==> config.mk <==
export PLATFORM = sky130hd
export DESIGN_NAME = clahe_div_arbiter
export DESIGN_NICKNAME = d
export VERILOG_FILES = /design/src/rtl/clahe_div_arbiter.sv
export SDC_FILE = /design/constraint.sdc
export NUM_CORES = 1
export LEC_CHECK = 0
export ABC_AREA = 1
export CAP_MARGIN = 20
export CORE_AREA = 2 2 131 133
export CTS_CLUSTER_DIAMETER = 80
export CTS_CLUSTER_SIZE = 25
export DETAILED_ROUTE_END_ITERATION = 8
export DIE_AREA = 0 0 133 135
export PLACE_DENSITY_LB_ADDON = 0.2
export SYNTH_ARGS = -nofsm -noshare
export SYNTH_HDL_FRONTEND = slang
export SYNTH_SLANG_ARGS = --single-unit
==> constraint.sdc <==
create_clock -name clk -period 2.4 [get_ports clk]
set_input_delay 0.48 -clock clk [delete_from_list [all_inputs] [get_ports clk]]
set_output_delay 0.48 -clock clk [all_outputs]
set_load 0.01 [all_outputs]
==> src/rtl/clahe_div_arbiter.sv <==
// Round-robin front end that time-shares one pipelined divider between NUM_REQ
// requesters. Optional divide-by-zero guard: define CLAHE_DIV_ZERO_GUARD_EN.
module clahe_div_arbiter #(
  parameter int NUM_REQ     = 2,
  parameter int DATA_WIDTH  = 32,
  parameter int DIV_LATENCY = 33,
  parameter int ID_W        = (NUM_REQ > 1) ? $clog2(NUM_REQ) : 1
) (
  input  logic                                clk,
  input  logic                                rst_n,
  input  logic [NUM_REQ-1:0]                  req_valid,
  output logic [NUM_REQ-1:0]                  req_ready,
  input  logic [NUM_REQ*DATA_WIDTH-1:0]       req_dividend,
  input  logic [NUM_REQ*DATA_WIDTH-1:0]       req_divisor,
  output logic                                div_start,
  output logic [DATA_WIDTH-1:0]               div_dividend,
  output logic [DATA_WIDTH-1:0]               div_divisor,
  input  logic                                div_done,
  input  logic [DATA_WIDTH-1:0]               div_quotient,
  input  logic [DATA_WIDTH-1:0]               div_remainder,
  output logic [NUM_REQ-1:0]                  rsp_valid,
  output logic [ID_W-1:0]                     rsp_id,
  output logic [DATA_WIDTH-1:0]               rsp_quotient,
  output logic [DATA_WIDTH-1:0]               rsp_remainder,
  output logic                                rsp_dz,
  output logic [$clog2(DIV_LATENCY+1)-1:0]    inflight,
  output logic                                err_desync
);

  localparam int CNT_W = $clog2(DIV_LATENCY + 1);

  logic [ID_W-1:0]                    ptr_q, ptr_d;
  logic [ID_W-1:0]                    gnt_id_s;
  logic [ID_W-1:0]                    idx_s;
  logic                               found_s;
  logic                               issue_s;
  logic [NUM_REQ-1:0]                 ready_s;
  logic [DATA_WIDTH-1:0]              sel_dividend_s;
  logic [DATA_WIDTH-1:0]              sel_divisor_s;

  logic [DIV_LATENCY-1:0]             tag_vld_q, tag_vld_d;
  logic [DIV_LATENCY-1:0][ID_W-1:0]   tag_id_q, tag_id_d;
  logic                               retire_vld_s;
  logic [ID_W-1:0]                    retire_id_s;

  logic [NUM_REQ-1:0]                 rsp_valid_q, rsp_valid_d;
  logic [ID_W-1:0]                    rsp_id_q, rsp_id_d;
  logic [DATA_WIDTH-1:0]              rsp_quot_q, rsp_quot_d;
  logic [DATA_WIDTH-1:0]              rsp_rem_q, rsp_rem_d;
  logic                               err_desync_q, err_desync_d;
  logic [CNT_W-1:0]                   inflight_q, inflight_d;

`ifdef CLAHE_DIV_ZERO_GUARD_EN
  logic [DIV_LATENCY-1:0]             tag_dz_q, tag_dz_d;
  logic                               retire_dz_s;
  logic                               rsp_dz_q, rsp_dz_d;
`endif

  // Search from ptr_q, wrapping, for the first valid requester.
  always_comb begin
    found_s  = 1'b0;
    gnt_id_s = '0;
    idx_s    = '0;
    for (int k = 0; k < NUM_REQ; k++) begin
      idx_s = ID_W'((int'(ptr_q) + k) % NUM_REQ);
      if (!found_s && req_valid[idx_s]) begin
        found_s  = 1'b1;
        gnt_id_s = idx_s;
      end else begin
        found_s  = found_s;
      end
    end
  end

  // Grant, operand mux and pointer update; grants are suppressed while in reset.
  always_comb begin
    issue_s        = found_s & rst_n;
    ready_s        = '0;
    sel_dividend_s = '0;
    sel_divisor_s  = '0;
    ptr_d          = ptr_q;
    if (issue_s) begin
      ready_s[gnt_id_s] = 1'b1;
      sel_dividend_s    = req_dividend[int'(gnt_id_s)*DATA_WIDTH +: DATA_WIDTH];
      sel_divisor_s     = req_divisor[int'(gnt_id_s)*DATA_WIDTH +: DATA_WIDTH];
      ptr_d             = (gnt_id_s == ID_W'(NUM_REQ - 1)) ? '0 : gnt_id_s + ID_W'(1);
    end else begin
      ptr_d = ptr_q;
    end
  end

  assign req_ready    = ready_s;
  assign div_start    = issue_s;
  assign div_dividend = sel_dividend_s;
  assign div_divisor  = sel_divisor_s;

  // Tag shift register: stage 0 loads at the divider's sampling edge.
  always_comb begin
    tag_vld_d = {tag_vld_q[DIV_LATENCY-2:0], issue_s};
    tag_id_d  = {tag_id_q[DIV_LATENCY-2:0], gnt_id_s};
`ifdef CLAHE_DIV_ZERO_GUARD_EN
    tag_dz_d  = {tag_dz_q[DIV_LATENCY-2:0], issue_s & (sel_divisor_s == '0)};
`endif
  end

  assign retire_vld_s = tag_vld_q[DIV_LATENCY-1];
  assign retire_id_s  = tag_id_q[DIV_LATENCY-1];
`ifdef CLAHE_DIV_ZERO_GUARD_EN
  assign retire_dz_s  = tag_dz_q[DIV_LATENCY-1];
`endif

  // Response steering; a done/tag mismatch suppresses the strobe and latches the error.
  always_comb begin
    rsp_valid_d  = '0;
    rsp_id_d     = rsp_id_q;
    rsp_quot_d   = rsp_quot_q;
    rsp_rem_d    = rsp_rem_q;
`ifdef CLAHE_DIV_ZERO_GUARD_EN
    rsp_dz_d     = rsp_dz_q;
`endif
    err_desync_d = err_desync_q | (div_done ^ retire_vld_s);
    if (div_done && retire_vld_s) begin
      rsp_valid_d[retire_id_s] = 1'b1;
      rsp_id_d                 = retire_id_s;
      rsp_quot_d               = div_quotient;
      rsp_rem_d                = div_remainder;
`ifdef CLAHE_DIV_ZERO_GUARD_EN
      rsp_dz_d                 = retire_dz_s;
      if (retire_dz_s) begin
        rsp_quot_d = {DATA_WIDTH{1'b1}};
        rsp_rem_d  = '0;
      end else begin
        rsp_quot_d = div_quotient;
      end
`endif
    end else begin
      rsp_valid_d = '0;
    end
  end

  // Occupancy tracks the number of valid tags in the shift register.
  always_comb begin
    case ({issue_s, retire_vld_s})
      2'b10:   inflight_d = inflight_q + CNT_W'(1);
      2'b01:   inflight_d = inflight_q - CNT_W'(1);
      default: inflight_d = inflight_q;
    endcase
  end

  // State and registered outputs.
  always_ff @(posedge clk or negedge rst_n) begin
    if (!rst_n) begin
      ptr_q        <= '0;
      tag_vld_q    <= '0;
      tag_id_q     <= '0;
      rsp_valid_q  <= '0;
      rsp_id_q     <= '0;
      rsp_quot_q   <= '0;
      rsp_rem_q    <= '0;
      err_desync_q <= 1'b0;
      inflight_q   <= '0;
    end else begin
      ptr_q        <= ptr_d;
      tag_vld_q    <= tag_vld_d;
      tag_id_q     <= tag_id_d;
      rsp_valid_q  <= rsp_valid_d;
      rsp_id_q     <= rsp_id_d;
      rsp_quot_q   <= rsp_quot_d;
      rsp_rem_q    <= rsp_rem_d;
      err_desync_q <= err_desync_d;
      inflight_q   <= inflight_d;
    end
  end

`ifdef CLAHE_DIV_ZERO_GUARD_EN
  // Divide-by-zero tag bits and the registered flag.
  always_ff @(posedge clk or negedge rst_n) begin
    if (!rst_n) begin
      tag_dz_q <= '0;
      rsp_dz_q <= 1'b0;
    end else begin
      tag_dz_q <= tag_dz_d;
      rsp_dz_q <= rsp_dz_d;
    end
  end

  assign rsp_dz = rsp_dz_q;
`else
  assign rsp_dz = 1'b0;
`endif

  assign rsp_valid     = rsp_valid_q;
  assign rsp_id        = rsp_id_q;
  assign rsp_quotient  = rsp_quot_q;
  assign rsp_remainder = rsp_rem_q;
  assign inflight      = inflight_q;
  assign err_desync    = err_desync_q;

endmodule

==> impl_metrics.env, run 1 <==
export IMPL_status="finished with violations"
export IMPL_violations="setup timing"
export IMPL_drive_gt1_share_pct=13.7
export IMPL_grt_use_met1_pct=25.0
export IMPL_grt_busiest_layer="met2"
export IMPL_synth_cells=514
export IMPL_n_antenna_cell=0
export IMPL_power_leakage_nw=4.79
export IMPL_route_detailed_drc=0
export IMPL_grt_overflow=0
export IMPL_die_area_um2=18000
export IMPL_r2r_start="tag_vld_q[32]$_DFF_PN0_"
export IMPL_syn2layout_area_growth_pct=81.6
export IMPL_die_h_um=135
export IMPL_worstMarginPinSlew_ps=722
export IMPL_final_cells=1108
export IMPL_avgViaCountPerCell=4.67
export IMPL_start_kind="input pin"
export IMPL_critPathCaptureType="output pin"
export IMPL_gp_congestion=0.832
export IMPL_final_common_cell="clkdlybuf4s50_1"
export IMPL_path_clk_slew_ps=60
export IMPL_design_area_um2=9880
export IMPL_cts_buffers=17
export IMPL_total_power_w=0.00756
export IMPL_initial_core_util_pct=33.2
export IMPL_r2r_worst_path_cells=11
export IMPL_pin_count=339
export IMPL_synth_net_count=715
export IMPL_rsz0062_at_grt="true"
export IMPL_power_density_nw_per_um2=765
export IMPL_wl_per_cell_um=17.9
export IMPL_cts_tree="done"
export IMPL_met3_usage_pct=7.47
export IMPL_synthesis_area_um2=5440
export IMPL_grt_total_usage_pct=22.0
export IMPL_first_iter_violations=250
export IMPL_syn_avg_cell_area_um2=10.6
export IMPL_yosysWarnings=0
export IMPL_ys_ff_latch=141
export IMPL_reg2reg_to="inflight[4]$_DFFE_PN0P_"
export IMPL_layout_setup_ws_ps=-75.8
export IMPL_grtUsageMet2_pct=38.9
export IMPL_fp_row_count=47
export IMPL_clock_path_buffers=2
export IMPL_max_vdd_ir_drop_v=0.000466
export IMPL_arrival_ps=2000
export IMPL_setup_violations_final=4
export IMPL_post_route_period_util_pct=103
export IMPL_path_class="input pin to output pin"
export IMPL_layout_cells_most_common_list="clkdlybuf4s50_1, nand2_1, dfrtp_1, a22o_1, buf_2"
export IMPL_grt_start_max_net_pins=84
export IMPL_place_area_um2=9080
export IMPL_cts_sinks=141
export IMPL_antenna_left=0
export IMPL_first_pass_iters=4
export IMPL_finish_utilization_pct=60.2
export IMPL_htreeDepth=4
export IMPL_relSlewSlack_pct=51.8
export IMPL_wl_mm=19.8
export IMPL_dp_cells=1060
export IMPL_cap_violations=0
export IMPL_post_dp_hpwl_mm=14.3
export IMPL_cp_required_ps=1920
export IMPL_min_path_type="flip-flop to flip-flop"
export IMPL_nets=1077
export IMPL_clk_insertion_delay_late_ps=400
export IMPL_period_needed_ps=2480
export IMPL_max_freq_mhz=404
export IMPL_antenna_found_initial=0
export IMPL_grt_pass1_vias=5371
export IMPL_startpoint="req_valid[1]"
export IMPL_cts_root_buf="clkbuf_16"
export IMPL_crit_fanout=6
export IMPL_grt_pass1_wl_mm=29.9
export IMPL_numPortBuffers=337
export IMPL_die_x_um=133
export IMPL_seq_area_frac_synth_pct=64.8
export IMPL_r2r_setup_slack_ps=660
export IMPL_fin_worst_skew_ps=8.33
export IMPL_min_from="tag_id_d[25]$_DFF_PN0_"
export IMPL_hold_viol=0
export IMPL_maxSlewViolCount=0
export IMPL_core_area_um2=16400
export IMPL_pre_cts_slack_ps=-456
export IMPL_vias=5170
export IMPL_endpoint="div_dividend[28]"
export IMPL_yosysUniqueCellTypes=23
[worst min-delay path by stage]
stage	endpoint	slack (ps)	cells after the start
2_1_floorplan	err_desync$_DFF_PN0_	180	0
3_3_place_gp	tag_vld_q[29]$_DFF_PN0_	340	0
3_5_place_dp	tag_id_d[19]$_DFF_PN0_	330	0
4_1_cts	tag_id_d[26]$_DFF_PN0_	340	0
5_1_grt	tag_id_d[26]$_DFF_PN0_	350	0
6_report	tag_id_d[26]$_DFF_PN0_	340	0
[area by class of cell]
| type | instances | area (µm²) |
|---|---|---|
| clock buffers | 19 | 453 |
| clock inverters | 12 | 184 |
| multi-input cells | 324 | 1660 |
| flip-flops and latches | 141 | 3530 |
| well taps | 220 | 275 |
| fillers | 1330 | 6520 |
| inverters | 18 | 70.1 |
| repair buffers | 374 | 3710 |
[synth_stat cells]
| cell | n | area, µm² |
|---|---|---|
| a21boi_2 | 1 | 11.3 |
| a21oi_1 | 2 | 10.0 |
| a22o_1 | 64 | 561 |
| buf_1 | 1 | 3.75 |
| buf_2 | 8 | 40.0 |
| buf_4 | 2 | 15.0 |
| buf_6 | 11 | 124 |
| clkbuf_1 | 9 | 33.8 |
| conb_1 | 1 | 3.75 |
| dfrtp_1 | 141 | 3530 |
| ha_1 | 4 | 50.1 |
| inv_1 | 13 | 48.8 |
| inv_2 | 5 | 18.8 |
| nand2_1 | 225 | 845 |
| nand3_1 | 9 | 45.0 |
| nor2_1 | 6 | 22.5 |
| o21ai_0 | 3 | 15.0 |
| o21ai_1 | 1 | 5.00 |
| o21ai_2 | 1 | 8.76 |
| o21bai_1 | 2 | 15.0 |
| o22ai_1 | 1 | 6.26 |
| or2_2 | 1 | 6.26 |
| xnor2_1 | 3 | 26.3 |
[flip-flops by register name, indices dropped and copies added, names as in the netlist]
signal,cells
rsp_quotient,32
tag_vld_q,33
retire_id_s,1
rsp_remainder,32
rsp_id,1
inflight,6
rsp_valid,2
err_desync,1
ptr_q,1
tag_id_d,32
[critical path: stages]
cell and delay, ps:
dlygate4sd2_1 240, buf_4 130, o21ai_2 190, nor2_4 90, buf_12 140, buf_12 140
buf_16 140, buf_6 110, a22o_1 200, buf_2 140
[cell families (layout without fill, tap and decap cells)]
logic type | Yosys count | after routing | synth area share (%)
adders and majority gates | 4 | 4 | 0.920
DFF | 141 | 141 | 64.8
other | 1 | 1 | 0.0689
AOI/OAI and AO/OA | 75 | 75 | 11.6
and+or+nand+nor | 241 | 241 | 16.9
xor gates and xnor gates | 3 | 3 | 0.483
buffers and inverters | 49 | 423 | 5.22
[power breakdown]
group	internal (W)	switching, W	total (W)
logic	0.00108	0.000837	0.00192
clock network	0.00180	0.000971	0.00277
registers	0.00268	0.000184	0.00287
total	0.00557	0.00199	0.00756
[through the flow]
step	setup TNS [ps]	hold WS, ps
after floorplan	0	184
after global placement	-23700	335
after detailed placement	-24010	335
after CTS	-1940	341
after global routing	-2500	346
final	-225	341
[per-layer routing]
metal | share of wire [%] | vias to the layer above
met4 | 1.9 | 0
met3 | 8.1 | 20
met2 | 52 | 262
met5 | 0 | -
li1 | - | 2397
met1 | 38 | 2491
[repair_timing]
item | CTS | global route
pin swaps | 2 | 8
endpoints found under the hold margin | 0 | 9
setup endpoints to repair | 67 | 54
buffers inserted | 9 | 2
hold buffers | 0 | 1
gates resized for setup | 188 | 16
cloned | 8 | 0
Power figures use the tool's default switching activity.
==> run 2: changes to the inputs <==
--- a/config.mk
+++ b/config.mk
@@ -12,7 +12,7 @@
 export CTS_CLUSTER_SIZE = 25
 export DETAILED_ROUTE_END_ITERATION = 8
 export DIE_AREA = 0 0 133 135
-export PLACE_DENSITY_LB_ADDON = 0.2
+export PLACE_DENSITY = 0.78
 export SYNTH_ARGS = -nofsm -noshare
 export SYNTH_HDL_FRONTEND = slang
 export SYNTH_SLANG_ARGS = --single-unit
==> constraint.sdc (replaced) <==
create_clock -name clk -period 3.05 [get_ports clk]
set_input_delay 0.61 -clock clk [delete_from_list [all_inputs] [get_ports clk]]
set_output_delay 0.61 -clock clk [all_outputs]
set_load 0.01 [all_outputs]
==> run 2 against run 1 <==
Effect of this change: via count fell by 1.5%; total power fell by 26%; sequential share of layout area increased by 0.35 points; the flow now finishes without violations; core utilization is 0.58 points lower; highest routed layer is now met5; die area stayed put; cell area down 0.96%; clock skew increased by 9.0 ps; wire length increased by 8.6%; critical endpoint is now div_dividend[27]; largest cell class unchanged; final cell count decreased by 1.1%; clock-buffer cell count up 1; largest power group unchanged; register-to-register slack better by 590 ps; sequential power fell by 22%.
==> impl_metrics.env, run 2 (synthesized netlist as in run 1, its figures left out) <==
export IMPL_clock_path_buffers=2
export IMPL_gp_congestion=0.904
export IMPL_die_x_um=133
export IMPL_wl_mm=21.5
export IMPL_total_power_w=0.00562
export IMPL_setup_violations_final=0
export IMPL_crit_slowest_cell="clkdlybuf4s50_1"
export IMPL_arrival_ps=2410
export IMPL_p_seq_share_pct=40.0
export IMPL_post_dp_hpwl_mm=15.7
export IMPL_dp_cells=1053
export IMPL_start_kind="input pin"
export IMPL_cp_required_ps=2440
export IMPL_place_area_um2=9010
export IMPL_power_share_clock_pct=33.5
export IMPL_pin_count=339
export IMPL_cts_buffers=17
export IMPL_p_sw_share_pct=28.4
export IMPL_die_h_um=135
export IMPL_finish_utilization_pct=59.7
export IMPL_htreeDepth=4
export IMPL_nets=1062
export IMPL_combPwrFrac_pct=26.4
export IMPL_max_freq_mhz=332
export IMPL_cap_violations=0
export IMPL_first_pass_iters=4
export IMPL_drive_gt1_share_pct=7.78
export IMPL_core_area_um2=16400
export IMPL_grt_start_max_net_pins=77
export IMPL_switching_power_w=0.00159
export IMPL_max_vdd_ir_drop_v=0.000410
export IMPL_path_class="input pin to output pin"
export IMPL_syn2layout_area_growth_pct=79.8
export IMPL_max_stage_delay_ps=470
export IMPL_die_area_um2=18000
export IMPL_relSlewSlack_pct=38.3
export IMPL_cpMostUsedCell="clkdlybuf4s50_1"
export IMPL_numPortBuffers=337
export IMPL_path_cells="clkdlybuf4s50_1, buf_4, o21ai_4, nor2_4, buf_12, clkbuf_16, a22o_1, clkdlybuf4s50_1"
export IMPL_fp_row_count=47
export IMPL_crit_fanout=13
export IMPL_antenna_found_initial=2
export IMPL_avgViaCountPerCell=4.64
export IMPL_fillCellCount=1319
export IMPL_initial_core_util_pct=33.2
export IMPL_power_density_nw_per_um2=574
export IMPL_antenna_left=0
export IMPL_min_path_type="flip-flop to flip-flop"
export IMPL_p_int_w=0.00403
export IMPL_clk_insertion_delay_late_ps=430
export IMPL_period_needed_ps=3020
export IMPL_path_clk_slew_ps=60
export IMPL_power_leakage_nw=4.94
export IMPL_final_common_cell="clkdlybuf4s50_1"
export IMPL_grt_pass1_wl_mm=30.3
export IMPL_worstMarginPinSlew_ps=925
export IMPL_wl_per_cell_um=19.6
export IMPL_maxSlewViolCount=0
export IMPL_cts_root_buf="clkbuf_16"
export IMPL_layout_cells_most_common_list="clkdlybuf4s50_1, nand2_1, dfrtp_1, a22o_1"
export IMPL_critPathCaptureType="output pin"
export IMPL_hold_viol=0
export IMPL_fin_worst_skew_ps=17.3
export IMPL_design_area_um2=9790
export IMPL_post_route_period_util_pct=98.9
export IMPL_top_register="tag_vld_q"
export IMPL_route_detailed_drc=0
export IMPL_grt_overflow=0
export IMPL_largest_reg_flops=33
export IMPL_first_iter_violations=285
export IMPL_vias=5090
export IMPL_final_cells=1096
export IMPL_grt_total_usage_pct=23.4
export IMPL_grt_pass1_vias=5058
export IMPL_cts_sinks=141
export IMPL_cts_tree="done"
export IMPL_status="finished, final reports clean"
run 2: layout make-up:
type	instances	area (µm²)	area share, %
Timing Repair Buffer	359	3700	37.8
Clock buffer	20	457	4.67
Multi-Input combinational cell	324	1660	16.9
Sequential cell	141	3530	36.0
Clock inverter	12	88.8	0.908
Antenna cell	2	5.00	0.0511
Inverter	18	72.6	0.741
Tap cell	220	275	2.81
run 2: stage by stage:
step,setup WS [ps],setup TNS [ps],hold WS [ps]
after global placement,-36.8,-721,334
after global routing,-4.83,-20.2,352
after floorplan,1060,0,314
final,33.5,0,330
after detailed placement,-70.1,-1740,335
after CTS,-5.81,-15.9,347
run 2: per-layer routing:
layer | wire length, µm | track usage [%]
met5 | 11 | 0
met2 | 10500 | 37.7
met1 | 8650 | 28.5
met4 | 346 | 8.06
met3 | 1970 | 9.68
run 2: power groups by stage:
stage | Clock (W) | Sequential (W) | Combinational [W]
global placement | 0 | 0.00227 | 0.00146
finish | 0.00188 | 0.00225 | 0.00149
detailed placement | 0 | 0.00228 | 0.00147
floorplan | 0 | 0.00235 | 0.000468
global route | 0.00201 | 0.00228 | 0.00161
CTS | 0.00193 | 0.00225 | 0.00148
run 2: worst paths after layout:
kind                                              start                            to  slack (ps)  cells after the start
worst max-delay path                       req_valid[1]              div_dividend[27]          30                      8
max in group asynchronous                         rst_n       tag_vld_q[23]$_DFF_PN0_        1210                      3
worst min-delay path            tag_vld_q[30]$_DFF_PN0_       tag_vld_q[31]$_DFF_PN0_         330                      0
min in group asynchronous                         rst_n  rsp_quotient[16]$_DFFE_PN0P_         410                      2
worst max register to register  tag_vld_q[32]$_DFF_PN0_       inflight[4]$_DFFE_PN0P_        1250                     11
worst min register to register  tag_vld_q[30]$_DFF_PN0_       tag_vld_q[31]$_DFF_PN0_         330                      0
run 2: what timing repair did:
| item | in CTS | in global routing |
|---|---|---|
| pin swaps | 1 | 2 |
| cloned | 1 | 3 |
| endpoints found under the hold margin | 3 | 0 |
| endpoints found under the setup margin | 46 | 38 |
| hold buffers | 1 | 0 |
| resized for setup | 28 | 27 |
| setup buffers | 0 | 3 |
run 2: critical path, delay by kind of cell:
kind | cells | cell delay (ps)
compound gates | 2 | 390
buf+inv | 5 | 1350
simple gates | 1 | 50
==> run 3: changes to the inputs <==
--- a/config.mk
+++ b/config.mk
@@ -12,7 +12,8 @@
 export CTS_CLUSTER_SIZE = 25
 export DETAILED_ROUTE_END_ITERATION = 8
 export DIE_AREA = 0 0 133 135
-export PLACE_DENSITY = 0.78
+export MAX_ROUTING_LAYER = met4
+export PLACE_DENSITY = 0.73
 export SYNTH_ARGS = -nofsm -noshare
 export SYNTH_HDL_FRONTEND = slang
 export SYNTH_SLANG_ARGS = --single-unit
==> run 3 against run 2 <==
Effect of this change: worst hold slack improved by 15 ps; final cell count decreased by 0.18%; highest routed layer is now met4; total power increased by 2.2%; clock-buffer cell count increased by 1; via count decreased by 1.5%; die area unchanged; critical path depth decreased by 1; core utilization about the same; sequential cell count unchanged; clock skew decreased by 12 ps; global-route usage increased by 1.4 points; sequential power about the same.
==> impl_metrics.env, run 3 (synthesized netlist as in run 1, its figures left out) <==
export IMPL_min_path_type="flip-flop to flip-flop"
export IMPL_grt_pass1_wl_mm=31.2
export IMPL_path_buf_inv=4
export IMPL_post_dp_hpwl_mm=16.5
export IMPL_vias=5012
export IMPL_numPortBuffers=337
export IMPL_drive_gt1_share_pct=7.36
export IMPL_design_area_um2=9790
export IMPL_power_leakage_nw=5.00
export IMPL_fin_worst_skew_ps=5.60
export IMPL_reg2reg_to="inflight[4]$_DFFE_PN0P_"
export IMPL_path_delay_family="buffers and inverters"
export IMPL_htreeDepth=4
export IMPL_first_pass_iters=4
export IMPL_layout_cells_most_common_list="clkdlybuf4s50_1, nand2_1, dfrtp_1, a22o_1, dlygate4sd2_1"
export IMPL_fillCellCount=1372
export IMPL_gp_congestion=0.950
export IMPL_p_int_w=0.00417
export IMPL_cp_required_ps=2440
export IMPL_grt_busiest_layer="met2"
export IMPL_grt_total_usage_pct=24.8
export IMPL_first_iter_violations=261
export IMPL_nets=1057
export IMPL_final_common_cell="clkdlybuf4s50_1"
export IMPL_die_area_um2=18000
export IMPL_setup_violations_final=0
export IMPL_power_share_clock_pct=35.2
export IMPL_r2r_setup_slack_ps=1220
export IMPL_grtUsageMet2_pct=38.3
export IMPL_wl_per_cell_um=20.0
export IMPL_grt_start_max_net_pins=141
export IMPL_max_vdd_ir_drop_v=0.000368
export IMPL_antenna_left=0
export IMPL_min_from="tag_id_d[24]$_DFF_PN0_"
export IMPL_die_x_um=133
export IMPL_crit_fanout=16
export IMPL_avgViaCountPerCell=4.58
export IMPL_min_path_cells=0
export IMPL_clock_path_buffers=2
export IMPL_cts_tree="done"
export IMPL_switching_power_w=0.00158
export IMPL_holdWs_ps=345
export IMPL_r2r_worst_path_cells=11
export IMPL_hold_end="tag_id_d[25]$_DFF_PN0_"
export IMPL_grt_overflow=0
export IMPL_max_freq_mhz=335
export IMPL_syn2layout_area_growth_pct=79.9
export IMPL_die_h_um=135
export IMPL_place_area_um2=9050
export IMPL_cpMostUsedCell="clkdlybuf4s50_1"
export IMPL_largest_reg_flops=33
export IMPL_critPathCaptureType="output pin"
export IMPL_clk_insertion_delay_late_ps=410
export IMPL_p_seq_share_pct=39.2
export IMPL_period_needed_ps=2990
export IMPL_post_route_period_util_pct=97.9
export IMPL_relSlewSlack_pct=52.6
export IMPL_wl_mm=21.9
export IMPL_path_class="input pin to output pin"
export IMPL_critical_path_depth=7
export IMPL_hold_viol=0
export IMPL_cts_sinks=141
export IMPL_grt_use_met1_pct=29.3
export IMPL_p_sw_share_pct=27.4
export IMPL_status="finished, final reports clean"
export IMPL_crit_slowest_cell="clkdlybuf4s50_1"
export IMPL_path_cells="clkdlybuf4s50_1, a21boi_4, nand2_2, inv_4, buf_12, a22o_4, clkdlybuf4s50_1"
export IMPL_core_area_um2=16400
export IMPL_antenna_found_initial=5
export IMPL_pin_count=339
export IMPL_fp_row_count=47
export IMPL_combPwrFrac_pct=25.6
export IMPL_max_stage_delay_ps=540
export IMPL_top_register="tag_vld_q"
export IMPL_power_density_nw_per_um2=587
export IMPL_grt_pass1_vias=4934
export IMPL_initial_core_util_pct=33.2
export IMPL_route_detailed_drc=0
export IMPL_cts_buffers=17
export IMPL_cts_root_buf="clkbuf_16"
export IMPL_cap_violations=0
export IMPL_arrival_ps=2380
export IMPL_path_clk_slew_ps=60
export IMPL_rsz0062_at_grt="false"
export IMPL_met3_usage_pct=9.53
export IMPL_r2r_start="tag_vld_q[32]$_DFF_PN0_"
export IMPL_worstMarginPinSlew_ps=711
export IMPL_start_kind="input pin"
export IMPL_maxSlewViolCount=0
## run 3: cell count changes in the layout (fill, tap and decap cells not counted), sizes merged, moves of 2 or more
cell           change
clkdlybuf4s50      -8
dlygate4sd2        +5
buf                -3
clkinv             -3
diode              +3
bufinv             +2
dlymetal6s2s       +2
## run 3: final cells by class
class                      instances  area [µm²]  share of cell area [%]
clock buffer                      21         450                    4.60
clock inverter                    11         135                    1.38
tap                              220         275                    2.81
sequential                       141        3530                    36.0
inverter                          18        70.1                   0.715
multi-input combinational        324        1670                    17.0
timing repair buffer             354        3650                    37.3
antenna                            5        12.5                   0.128
## run 3: worst register-to-register path, cell delays in order (launching register included)
cell	delay [ps]
dfrtp_1	450
ha_1	320
inv_2	120
nand2_1	50
nand2_1	70
inv_1	40
ha_1	170
o21bai_1	180
nand3_1	110
nand3_1	80
nand3_1	80
nand2_1	50
## run 3: routing by layer
layer / wire length [µm] / share of wire (%) / vias up
li1: - / - / 2360
met1: 8500 / 39 / 2335
met2: 10600 / 48 / 290
met3: 2280 / 10 / 27
met4: 558 / 2.5 / 0
met5: 0 / 0 / -
## run 3: power by group through the flow
stage	combinational [W]	sequential [W]	clock [W]
6_report	0.00147	0.00226	0.00202
5_1_grt	0.00159	0.00228	0.00217
4_1_cts	0.00148	0.00226	0.00208
3_5_place_dp	0.00147	0.00228	0
3_3_place_gp	0.00147	0.00228	0
2_1_floorplan	0.000468	0.00235	0
## run 3: worst max-delay path by stage
| stage | slack [ps] | from | endpoint |
|---|---|---|---|
| 2_1_floorplan | 1060 | req_valid[1] | div_dividend[14] |
| 3_3_place_gp | -140 | req_valid[1] | div_divisor[15] |
| 3_5_place_dp | -150 | req_valid[1] | div_divisor[15] |
| 4_1_cts | 3 | req_valid[1] | div_divisor[11] |
| 5_1_grt | 5 | req_valid[1] | div_divisor[26] |
| 6_report | 60 | req_valid[0] | div_divisor[20] |
## run 3: metrics by stage
step	setup slack (ps)	setup TNS [ps]	utilization (%)	std cells	power [W]
floorplan	1060	0	-	514	0.00281
global placement	-141	-1990	55.2	1052	0.00375
detailed placement	-151	-2790	55.2	1052	0.00376
CTS	3.33	0	59.0	1087	0.00581
global route	4.72	0	59.7	1094	0.00604
finish	64.5	0	59.7	1094	0.00575
## run 3: what timing repair did
action	in CTS	in global routing
hold buffers	1	0
setup endpoints to repair	54	26
cloned	1	1
endpoints found under the hold margin	1	0
buffers inserted	1	1
pin swaps	0	1
gates resized for setup	34	26
